**src/rtl/two_bit_comparator.sv**
```systemverilog
// Registered magnitude comparator: one-cycle latency eq/lt/gt flags with
// per-sample choice of unsigned or two's-complement interpretation.
module two_bit_comparator #(
   parameter int WIDTH = 2
) (
   input  logic             clk,
   input  logic             rst,
   input  logic             in_valid,
   input  logic             signed_cmp,
   input  logic [WIDTH-1:0] a,
   input  logic [WIDTH-1:0] b,
   output logic             out_valid,
   output logic             eq,
   output logic             lt,
   output logic             gt
);

   logic [WIDTH-1:0] a_key;
   logic [WIDTH-1:0] b_key;
   logic             eq_next;
   logic             lt_next;
   logic             gt_next;
   logic             out_valid_reg;
   logic             eq_reg;
   logic             lt_reg;
   logic             gt_reg;

   // Flipping the MSB in signed mode maps two's complement onto an
   // order-preserving unsigned key, so one unsigned compare serves both modes.
   genvar gi;
   generate
      for (gi = 0; gi < WIDTH; gi++) begin : g_key
         if (gi == WIDTH - 1) begin : g_msb
            assign a_key[gi] = a[gi] ^ signed_cmp;
            assign b_key[gi] = b[gi] ^ signed_cmp;
         end else begin : g_low
            assign a_key[gi] = a[gi];
            assign b_key[gi] = b[gi];
         end
      end
   endgenerate

   always_comb begin
      eq_next = (a_key == b_key);
      lt_next = (a_key <  b_key);
      gt_next = (a_key >  b_key);
   end

   always_ff @(posedge clk) begin
      if (rst) begin
         out_valid_reg <= 1'b0;
         eq_reg        <= 1'b0;
         lt_reg        <= 1'b0;
         gt_reg        <= 1'b0;
      end else begin
         out_valid_reg <= in_valid;
         if (in_valid) begin
            eq_reg <= eq_next;
            lt_reg <= lt_next;
            gt_reg <= gt_next;
         end
      end
   end

   assign out_valid = out_valid_reg;
   assign eq        = eq_reg;
   assign lt        = lt_reg;
   assign gt        = gt_reg;

endmodule

```
**config.mk**
```make
export PLATFORM = sky130hd
export DESIGN_NAME = two_bit_comparator
export DESIGN_NICKNAME = d
export VERILOG_FILES = /design/src/rtl/two_bit_comparator.sv
export SDC_FILE = /design/constraint.sdc
export NUM_CORES = 1
export LEC_CHECK = 0
export BUFFER_PORTS_ARGS = -buffer_cell sky130_fd_sc_hd__buf_4
export CAP_MARGIN = 5
export CORE_AREA = 2 2 39 41
export CTS_CLUSTER_DIAMETER = 40
export CTS_CLUSTER_SIZE = 14
export DETAILED_ROUTE_END_ITERATION = 10
export DIE_AREA = 0 0 41 43
export SYNTH_ARGS = -nofsm -noshare
export SYNTH_HDL_FRONTEND = slang
export SYNTH_SLANG_ARGS = --single-unit
```
**constraint.sdc**
```tcl
create_clock -name clk -period 1 [get_ports clk]
set_input_delay 0 -clock clk [delete_from_list [all_inputs] [get_ports clk]]
set_output_delay 0 -clock clk [all_outputs]
set_load 0.05 [all_outputs]
```
### After elaboration in Yosys (flattened, before gate mapping)

Cells that the tools add are included.

* shift operators: 0
* $lt $le $gt $ge: 2
* add/subtract/negate cells: 0
* reductions and logical operators: 0
* bitwise operators: 2
* divide/modulo/power cells: 0
* multipliers: 0
* muxes and demuxes: 0
* equality and inequality tests: 1

Operators with widths (count)
* $eq A2 B2 Y1: 1
* $gt A2 B2 Y1: 1
* $lt A2 B2 Y1: 1
* $xor A1 B1 Y1: 2

* memories kept: 0
* bits of input ports: 8
* latch bits: 0
* memory bits (read-only): 0
* output and inout port bits: 4
* flip-flop bits (word level): 4
* memory bits (writable): 0

### Longest topological paths before layout

* word-level depth: 2
* gate-level depth with buffers: 5

### Worst setup path before layout

No wires, ideal clock.

* path kind: input -> register
* start point: input port signed_cmp
* end point: register gt_reg (netlist: gt)
* setup time: 0.126 ns
* data required time: 0.874 ns
* path slack: 0.060 ns
* stages: 5
* path buffers: 0
* arrival time: 0.814 ns
* cell sequence: xor2_1 > ha_1 > nor2b_1 > o211ai_1 > o21ai_0

* word-level cells in the longest chain between the ends: 2
* elaborated cells between the ends (all ways): 3

RTL lines
* start, declared: RTL line 9 `input logic signed_cmp,`
* $xor A1 B1 Y1 (on tied branches): RTL line 34, 35
* $gt A2 B2 Y1 (*): RTL line 46 `gt_next = (a_key > b_key);`
* end signal, assigned: RTL line 60 `gt_reg <= gt_next;`
* end, declared: RTL line 26 `logic gt_reg;`

Mark *: on every way between the ends. The rest lies on a longest branch, timed or not.
A chain may end at the register's enable or synchronous reset.

### Final worst setup path

Same ends and word-level chain as after synthesis.

==> results.yml <==
yosys:
  yosysTopAreaCell: "dfxtp_1"
  ys_types: 14
  syn-num-nets: 32
  syn_area_per_cell_um2: 9.27
  syn_area_um2: 204
  ys_seq_elements: 4
  yosysSeqAreaShare_pct: 39.3
  yosys-top-cells-area: "dfxtp_1 (39%), ha_1 (12%), o41ai_2 (8.0%)"
  synth_top_area_share_pct: 39.3
  netlist_instances: 22
  yosysWarnings: 0
grt:
  grt-ovfl-total: 0
  grt_max_degree: 6
  antenna_found_initial: 0
  grt_pass1_wl_um: 731
  grtUsageTotal_pct: 7.03
  first_global_vias: 192
clocking:
  clock_sink_count: 4
  cts_setup_buffers: 0
  cts_max_path_buffers: 2
  cts-root-buf: "clkbuf_4"
  tritoncts: "done"
  h-tree-depth: 1
  path_clk_slew_ns: 0.04
  clock_latency_ns: 0.23
  numCtsBuffers: 3
timing:
  worst_pin_slew_ns: 0.225
  relSlewSlack_pct: 84.9
  min_period_ns: 0.868
  whs_ns: 0.0278
  rsz0062_at_grt: "false"
  fmax_ghz: 1.15
  worst_clock_skew_ns: 0
  setup_viol: 0
  hold_violations: 0
  finalMaxSlewViolations: 0
  min_period_over_period_pct: 86.8
min_path:
  hold_depth: 2
  hold_class: "in -> reg"
worst_setup_path:
  r2r_slack_ns: 0.42
  endpoint: "gt$_SDFFE_PP0P_"
  r2r_end: "lt$_SDFFE_PP0P_"
  rr_startpoint: "lt$_SDFFE_PP0P_"
  start_kind: "input pin"
  required_ns: 1.12
  critPathKind: "in -> reg"
  arrival_ns: 0.99
  end_kind: "flop"
  worstRegToRegCells: 2
  cp_max_fo: 2
  crit_start: "signed_cmp"
flow_run:
  maxCapViolations: 0
floorplan:
  start_util_pct: 14.7
  die_y_um: 43
  die_w_um: 41
  dieArea_mm2: 0.00176
  core.rowCount: 14
  core_area_mm2: 0.00138
  io_pins: 12
route:
  firstDrtPassIters: 4
  wl_per_cell_um: 8.28
  drt-initial-drc-count: 6
  num_vias: 203
  routed_via_density: 3.76
  drc_errors: 0
  totalWireLength_um: 447
  ant_nets: 0
cells_and_area:
  areaGrowthSynthToFinish_pct: 69.9
  drive_above_1_share_pct: 47.4
  nNetsFinal: 50
  final_core_util_pct: 25.0
  final_area_um2: 347
  antennaDiodeCount: 0
placed_design:
  gp_congestion: 0.786
  numPortBuffers: 11
  dpl_cell_area_um2: 314
  place.detailed.hpwl_um: 360
pwr:
  ir_worst_vdd_mv: 0.604
  cellPowerDensity_mw_per_mm2: 1590
  p_leak_nw: 0.169
outcome:
  status: "finished clean"
==> timing repair <==
item	CTS	global route
resized for setup	0	0
hold buffers	1	0
hold endpoints to repair	3	0
==> synthesized netlist by cell type (all sizes together) <==
master / instances
nand3: 2
a21oi: 1
o211ai: 1
o21ai: 1
ha: 2
o41ai: 1
xnor2: 1
nand2: 3
inv: 3
nor2b: 2
xor2: 1
dfxtp: 4
==> worst max-delay path, cell delays in order <==
cell,delay [ns]
buf_4,0.12
xor2_1,0.15
ha_1,0.30
nor2b_1,0.16
o211ai_1,0.15
o21ai_0,0.10
==> where the power goes <==
part / total, mW / switching [mW] / internal, mW
combinational: 0.169 / 0.0945 / 0.0744
clock: 0.201 / 0.0668 / 0.134
sequential: 0.181 / 0.00627 / 0.174
==> cell families after synthesis <==
kind of cell	Yosys count	synth area share, %
AOI/OAI and AO/OA	4	16.6
xor gates and xnor gates	2	8.59
adders and majority gates	2	12.3
buffers and inverters	3	5.52
DFF	4	39.3
and+or+nand+nor	7	17.8
==> through the flow <==
step / instances / power [mW] / TNS [ns] / worst slack (ns)
detailed placement: 50 / 0.350 / -0.149 / -0.115
finish: 54 / 0.551 / 0 / 0.132
CTS: 54 / 0.564 / 0 / 0.132
global placement: 50 / 0.347 / -0.119 / -0.106
floorplan: 22 / 0.281 / 0 / 0.0600
global route: 54 / 0.597 / 0 / 0.0741
==> worst min path at each step <==
stage	from	end	slack, ns
2_1_floorplan	rst	eq$_SDFFE_PP0P_	0.07
3_3_place_gp	rst	eq$_SDFFE_PP0P_	0.21
3_5_place_dp	rst	eq$_SDFFE_PP0P_	0.22
4_1_cts	in_valid	out_valid$_SDFF_PP0_	0.02
5_1_grt	in_valid	out_valid$_SDFF_PP0_	0.05
6_report	in_valid	out_valid$_SDFF_PP0_	0.03
==> layer usage <==
layer / GRT usage, % / up-vias / part of all wire [%]
li1: - / 106 / -
met1: 6.11 / 84 / 36
met2: 9.06 / 13 / 45
met3: 9.95 / 0 / 18
met4: 2.00 / 0 / 0
met5: 0 / - / 0
==> cells in the final DEF (no fill, tap or decap), drive strengths merged <==
cell and instances:
a21oi 1, buf 12, clkbuf 3, dfxtp 4, dlygate4sd3 1, ha 2
inv 3, nand2 3, nand3 2, nor2b 2, o211ai 1, o21ai 1
o41ai 1, xnor2 1, xor2 1
==> cell type report <==
cell class	instances	area (µm²)
clock buffer	3	22.5
fill	147	1040
inverter	3	11.3
multi-input combinational	15	113
sequential	4	80.1
tap	16	20.0
timing repair buffer	13	100
No activity file was read; power rests on OpenSTA's default activity.
